## config.mk

```make
export PLATFORM = sky130hd
export DESIGN_NAME = muldiv_ctrl
export DESIGN_NICKNAME = d
export VERILOG_FILES = /design/src/rtl/muldiv_pkg.sv /design/src/rtl/muldiv_watchdog.sv /design/src/rtl/muldiv_ctrl.sv
export SDC_FILE = /design/constraint.sdc
export NUM_CORES = 1
export LEC_CHECK = 0
export CAP_MARGIN = 25
export CORE_AREA = 5 5 42 44
export DETAILED_ROUTE_END_ITERATION = 10
export DIE_AREA = 0 0 47 49
export GPL_TIMING_DRIVEN = 0
export PLACE_DENSITY = 0.63
export SLEW_MARGIN = 0
export SYNTH_ARGS = -nofsm -noshare
export SYNTH_HDL_FRONTEND = slang
export SYNTH_HIERARCHICAL = 1
export SYNTH_SLANG_ARGS = --single-unit
export TNS_END_PERCENT = 10
```

## constraint.sdc

```tcl
create_clock -name clock -period 1.1 [get_ports clock]
set_input_delay 0.22 -clock clock [delete_from_list [all_inputs] [get_ports clock]]
set_output_delay 0.22 -clock clock [all_outputs]
set_load 0.02 [all_outputs]
```

## src/rtl/muldiv_pkg.sv

```systemverilog
// Shared types and constants for the multiply/divide sequencer.
// Used by muldiv_ctrl and muldiv_watchdog.
package muldiv_pkg;

  localparam logic OP_MULT = 1'b0;
  localparam logic OP_DIV  = 1'b1;

  localparam int TIMEOUT_CYCLES_DEF = 64;

  typedef enum logic [2:0] {
    ST_IDLE  = 3'd0,
    ST_START = 3'd1,
    ST_WAIT  = 3'd2,
    ST_WRITE = 3'd3,
    ST_DONE  = 3'd4,
    ST_EXC   = 3'd5,
    ST_ABORT = 3'd6
  } state_t;

endpackage

```

## src/rtl/muldiv_watchdog.sv

```systemverilog
// WAIT-state watchdog: clearable counter that flags expiry
// once it reaches TIMEOUT_CYCLES-1 and then holds there.
module muldiv_watchdog #(
  parameter int TIMEOUT_CYCLES = muldiv_pkg::TIMEOUT_CYCLES_DEF
) (
  input  logic clock,
  input  logic reset,
  input  logic clear,
  input  logic enable,
  output logic expired
);

  localparam int W =
    (TIMEOUT_CYCLES > 1) ? $clog2(TIMEOUT_CYCLES) : 1;

  logic [W-1:0] count;

  assign expired = (count == W'(TIMEOUT_CYCLES - 1));

  // count stalled WAIT cycles, restarting on each new operation
  always_ff @(posedge clock) begin
    if (reset || clear) begin
      count <= '0;
    end else if (enable && !expired) begin
      count <= count + 1'b1;
    end
  end

endmodule

```

## src/rtl/muldiv_ctrl.sv

```systemverilog
// Sequencer for the multiplier/divider and HI/LO writeback.
// Define MULDIV_TIMEOUT_EN to add the WAIT watchdog and ABORT.
module muldiv_ctrl
  import muldiv_pkg::*;
#(
  parameter int TIMEOUT_CYCLES = TIMEOUT_CYCLES_DEF
) (
  input  logic clock,
  input  logic reset,
  input  logic req,
  input  logic op,
  input  logic mult_fim,
  input  logic div_fim,
  input  logic div_zero,
  output logic busy,
  output logic done,
  output logic mult_start,
  output logic div_start,
  output logic hi_write,
  output logic lo_write,
  output logic hi_sel,
  output logic lo_sel,
  output logic exc_div0,
  output logic exc_timeout
);

  state_t state;
  logic   op_r;
  logic   fim_sel;

  assign fim_sel = (op_r == OP_DIV) ? div_fim : mult_fim;
  assign hi_sel  = op_r;
  assign lo_sel  = op_r;

`ifdef MULDIV_TIMEOUT_EN
  logic wd_expired;

  muldiv_watchdog #(
    .TIMEOUT_CYCLES(TIMEOUT_CYCLES)
  ) u_watchdog (
    .clock  (clock),
    .reset  (reset),
    .clear  (state == ST_START),
    .enable ((state == ST_WAIT) && !fim_sel),
    .expired(wd_expired)
  );
`else
  assign exc_timeout = 1'b0;
`endif

  // FSM with registered outputs; pulses default low every cycle
  always_ff @(posedge clock) begin
    if (reset) begin
      state      <= ST_IDLE;
      op_r       <= OP_MULT;
      busy       <= 1'b0;
      done       <= 1'b0;
      mult_start <= 1'b0;
      div_start  <= 1'b0;
      hi_write   <= 1'b0;
      lo_write   <= 1'b0;
      exc_div0   <= 1'b0;
`ifdef MULDIV_TIMEOUT_EN
      exc_timeout <= 1'b0;
`endif
    end else begin
      done       <= 1'b0;
      mult_start <= 1'b0;
      div_start  <= 1'b0;
      hi_write   <= 1'b0;
      lo_write   <= 1'b0;
      exc_div0   <= 1'b0;
`ifdef MULDIV_TIMEOUT_EN
      exc_timeout <= 1'b0;
`endif
      unique case (state)
        ST_IDLE: begin
          if (req) begin
            op_r       <= op;
            state      <= ST_START;
            busy       <= 1'b1;
            mult_start <= (op == OP_MULT);
            div_start  <= (op == OP_DIV);
          end
        end
        ST_START: begin
          state <= ST_WAIT;
        end
        ST_WAIT: begin
          if (fim_sel) begin
            if ((op_r == OP_DIV) && div_zero) begin
              state    <= ST_EXC;
              exc_div0 <= 1'b1;
              done     <= 1'b1;
            end else begin
              state    <= ST_WRITE;
              hi_write <= 1'b1;
              lo_write <= 1'b1;
            end
          end
`ifdef MULDIV_TIMEOUT_EN
          else if (wd_expired) begin
            state       <= ST_ABORT;
            exc_timeout <= 1'b1;
            done        <= 1'b1;
          end
`endif
        end
        ST_WRITE: begin
          state <= ST_DONE;
          done  <= 1'b1;
        end
        ST_DONE, ST_EXC, ST_ABORT: begin
          state <= ST_IDLE;
          busy  <= 1'b0;
        end
        default: begin
          state <= ST_IDLE;
          busy  <= 1'b0;
        end
      endcase
    end
  end

endmodule
```

## After elaboration in Yosys (flattened, before gate mapping)

Cells that the tools add are included.

| cells by class | value |
|---|---|
| equal/unequal tests | 5 |
| muxes and demuxes | 11 |
| bitwise operators | 6 |
| reduce and logical (&&, ||, !) cells | 9 |

Operators with widths:

| operator | number |
|---|---|
| $pmux W3 S4 | 1 |
| $mux W3 | 3 |
| $reduce_or A3 Y1 | 3 |
| $eq A3 B2 Y1 const B | 2 |
| $not A1 Y1 | 6 |
| $reduce_and A2 Y1 | 3 |
| $mux W1 | 5 |
| $ne A2 B2 Y1 const B | 2 |
| $pmux W1 S2 | 2 |
| $eq A3 B1 Y1 const B | 1 |
| $logic_not A3 Y1 | 1 |
| $reduce_or A2 Y1 | 1 |
| $logic_and A1 B1 Y1 | 1 |

| storage, ports and cells | value |
|---|---|
| register bits | 10 |
| input port bits | 7 |
| output and inout bits | 10 |
| logic and storage cells | 39 |

## Depth between registers and ports, before layout

| depth | value |
|---|---|
| depth after elaboration | 4 |
| gate-level depth with buffers | 3 |
| gate-level depth less buffers | 2 |

## Worst setup path after synthesis

Ideal clock, no wire load.

| path | value |
|---|---|
| path kind | register -> register |
| start point | register state[1] |
| end point | register state[1] |
| library setup time | 67 ps |
| data arrival time | 1,020 ps |
| data required time | 1,033 ps |
| path slack | 13 ps |
| cell stages (with the launch flop) | 4 |
| path buffers | 1 |
| clock period less this slack | 1,087 ps |
| cell sequence | dfxtp_1 -> buf_6 -> or4b_4 -> o21ai_2 |

| between the ends | value |
|---|---|
| word-level cells in the longest chain between the ends | 3 |
| elaborated cells on any way between the ends | 8 |
| those cells by class | eq/ne (5); mux (1); reduce/logical (2) |

RTL lines:

| what | RTL line | source |
|---|---|---|
| start: declaration | muldiv_ctrl.sv:27 | `state_t state;` |
| start signal: assignment | muldiv_ctrl.sv:54 | `state <= ST_IDLE;` |
| start signal: assignment | muldiv_ctrl.sv:80 | `state <= ST_START;` |
| start signal: assignment | muldiv_ctrl.sv:87 | `state <= ST_WAIT;` |
| $eq A3 B2 Y1 / $logic_not A3 Y1 (equally long branches) | muldiv_ctrl.sv:76 | `unique case (state)` |
| $ne A2 B2 Y1 (no source line) | - |  |
| $reduce_and A2 Y1 (no source line) | - |  |

Several ways; a longest one is shown, not always the timed one.
A chain may end at the register's enable or synchronous reset.

## Worst setup path after layout

Same ends and word-level chain as after synthesis.

==> out/results.txt <==
The count of final max-slew check failures came out at 0. On the critical path the largest part of the delay comes from simple AND/OR/NAND/NOR gates. The switching fraction of total power was 0.244; the internal power of the cells was 0.000682 W. The initial antenna violation count was 0; the number of inserted diodes was 0.

The critical path data arrival time was 1330 ps. The all-layer global routing usage came out at 0.0719. The total area of multi-input combinational cells was 200 um2; the number of antenna-violating nets in the routed design was 0.

The critical path is of the reg -> reg type. Worst vdd rail ir drop: 711 uV. The run gives 2 as the maximum clock insertion buffer count. In this design, the stage delay of the slowest critical-path cell is 490 ps. For this design, the CTS-stage hold fixing added 0 buffers. The post-synthesis mux area share is 0.0238. The critical path goes through buf_6 > or4b_4 > o21ai_2. Setup violations remaining at the end of the flow were counted as 4. After detailed routing, the total wire length is 809 um. The clock-pin transition on the worst setup and hold timing paths works out to 70 ps. In this run the static leakage power is 0.288 nW. The time the final worst path needs with I/O delays and setup came out at 1140 ps. The final reports fail on negative setup slack. The logs give 3 for the number of buffers created by CTS and -43.8 ps for the worst-case setup margin in the final layout.

The total half-perimeter wirelength after legalization and detailed placement came out at 615 um. The number of sinks driven by the clock tree was 10. The cell count after synthesis is 38, and the number of placement rows is 14.

From bottom edge to top edge, the die measures 49 um. The floorplan step set the die width to 47 um. The average instance in the mapped netlist occupies 11.1 um2. The number of nets at the end of the flow is 65. The via count of the first global-routing pass came out at 284.

Beginning of the worst register-to-register path: state[1]. Dividing total power by cell area gives a power density of 1460 mW/mm2. The wire length of the first global-routing pass was 1.16 mm; the synthesized netlist net count was 45. At the later pin of the worst-skew pair, clock insertion delay measures 260 ps. Endpoint of the most critical register-to-register path: state[1]. The tools report the H-tree depth as 1. Setup repair after global routing could not meet its margin everywhere.

Summing every instance area after synthesis gives 420 um2. Hold is met by 463 ps. Post-route clock period utilization: 1.04. Max-cap violations in this run came to 0. Required time of the critical path: 1290 ps.

Adder-cell share of the synthesized area: 0. At the placement stage, the worst setup path has a slack of -361 ps. TritonCTS built the clock tree. The starting utilization of the core area was 0.300; the wire length per cell after detailed routing was 11.1 um. By area the synthesized netlist is led by dfxtp_1, buf_4, o211a_1, nand2b_1, nor3b_1. The number of cell instances on the worst register-to-register path works out to 3. The number of buffer cells added on primary ports works out to 15. The die covers 0.00230 mm2.

The kind of start point of the critical path was a register. The library cell with the largest summed area after synthesis was dfxtp_1. For this run, the detailed router's first-pass iteration total came to 4. The part of the total power dissipated in the clock network is 0.355, and the via-per-instance ratio is 4.58. For the number of hold violations in the final report, the log shows 0.

For this design the total switching power over the nets is 0.000221 W. Timing would allow up to 874 MHz. The detailed router finished its first iteration with 3 violations. The run finished, with violations left. The tools report the warning count from the yosys run as 6.

The fraction of the mapped netlist area in simple logic gates works out to 0.283. The xor and xnor fraction of the mapped netlist area was 0; the portion of the post-synthesis area used by sequential elements was 0.476. The via count is 334, and the share of the synthesized area in the top cell type is 0.476. The flip-flop and latch count after synthesis is 10, and the share of power burned in registers is 0.452.

The layout overhead on the synthesized area came out at 46.7%. Number of stages on the worst setup path: 3. The proportion of layout cells with a drive suffix above 1 came out at 0.439. On the final layout, the worst clock skew is 3.07 ps.

After synthesis, the largest family of logic cells by area is simple AND/OR/NAND/NOR gates. The number of top-level pins is 17, and the area of all sequential standard cells is 206 um2. The fraction of the mapped netlist area in compound gates is 0.128. The tree is rooted in a clkbuf_4. The run gives 10 as the pin count of the biggest net entering global routing.

In the routed design, unresolved DRC markers number 0. For this run the aggregate overflow at the end of global routing stands at 0. The most critical setup path has its endpoint at state[1].

The routability congestion estimate from global placement is 0.725, and the buffering stage count on the worst path with inverters included is 1. The core region is 0.00140 mm2. The post-synthesis cell type count was 22.

The path class of the tightest hold or removal check is reg -> reg. The tools report the critical path startpoint as state[1]. The number of fillers in the final layout came out at 136.

Along the worst path, the maximum fanout reaches 9. For the worst reg-to-reg setup slack, the log shows -40 ps. The worst setup path is captured at a register. The logic gate share of total power is 0.193. On the critical path, the stage with the largest delay is an instance of or4b_4.
## power by group through the flow
stage	logic (W)	registers (W)	clock network, W
global placement	0.000174	0.000412	0
floorplan	0.0000868	0.000427	0
global route	0.000186	0.000411	0.000346
detailed placement	0.000175	0.000412	0
finish	0.000174	0.000408	0.000321
CTS	0.000167	0.000406	0.000333
## stage by stage
stage	setup TNS [ps]	util	instance area, um2	total power [W]	std cells
after global placement	-2970	0.421	591	0.000586	69
after global routing	-314	0.440	617	0.000943	73
final	-79.0	0.440	617	0.000903	73
after CTS	-40.8	0.446	624	0.000906	73
after floorplan	0	-	420	0.000514	38
after detailed placement	-3000	0.421	591	0.000587	69
## Yosys cell counts (all sizes together)
master / count
nand3b: 1
nand2: 1
o21a: 1
buf: 4
mux2i: 1
or4b: 2
and3: 1
nor2b: 1
nor3b: 2
a311oi: 1
or3: 1
nor4b: 2
a21oi: 1
nand2b: 3
dfxtp: 10
o21ai: 1
o211a: 2
conb: 1
nor2: 2
## state kept, by name (all words and copies together) (netlist names)
register	cells
busy	1
div_start	1
done	1
exc_div0	1
hi_sel	1
lo_write	1
mult_start	1
state	3
## worst min-delay path by stage
stage | end | cells after the start | start | slack [ps]
3_3_place_gp | busy | 1 | busy | 460
3_5_place_dp | busy | 1 | busy | 450
2_1_floorplan | mult_start | 1 | op | 290
5_1_grt | hi_sel | 3 | reset | 470
4_1_cts | hi_sel | 3 | reset | 450
6_report | busy | 1 | busy | 460
## repair_timing
item | CTS | global route
pin swaps | 1 | 1
resized for setup | 32 | 8
endpoints found under the setup margin | 14 | 12
buffers inserted | 0 | 0
## layout by cell type (no fill, tap or decap), types with 2 or more instances in the layout
cell type / n
buf_2: 2
nor3b_1: 2
clkdlybuf4s50_1: 5
buf_4: 2
o211a_1: 2
clkbuf_2: 5
nor2_1: 2
buf_6: 3
nand2b_1: 3
dfxtp_1: 7
dfxtp_2: 2
clkbuf_4: 3
## cell type report
type / count / area share
multi-input combinational: 24 / 0.325
tap: 16 / 0.0325
buffer: 4 / 0.0609
timing repair buffer: 15 / 0.189
clock buffer: 4 / 0.0588
sequential: 10 / 0.335
## cell families (layout without fill, tap and decap cells)
group,count (synthesis),after routing
flip-flops,10,10
AO/OA/AOI/OAI,6,6
buffers and inverters,4,23
multiplexers,1,1
other,1,1
AND/OR/NAND/NOR,16,16
## metal layers
| layer | GRT usage | routed length, um | part of all wire | up-vias |
|---|---|---|---|---|
| li1 | - | - | - | 174 |
| met1 | 0.0817 | 349 | 0.43 | 149 |
| met4 | 0.0276 | 13 | 0.016 | 0 |
| met2 | 0.0995 | 400 | 0.49 | 9 |
| met3 | 0.0554 | 45 | 0.056 | 2 |
| met5 | 0 | 0 | 0 | - |
Note: power is estimated with default switching activity, not from simulation.
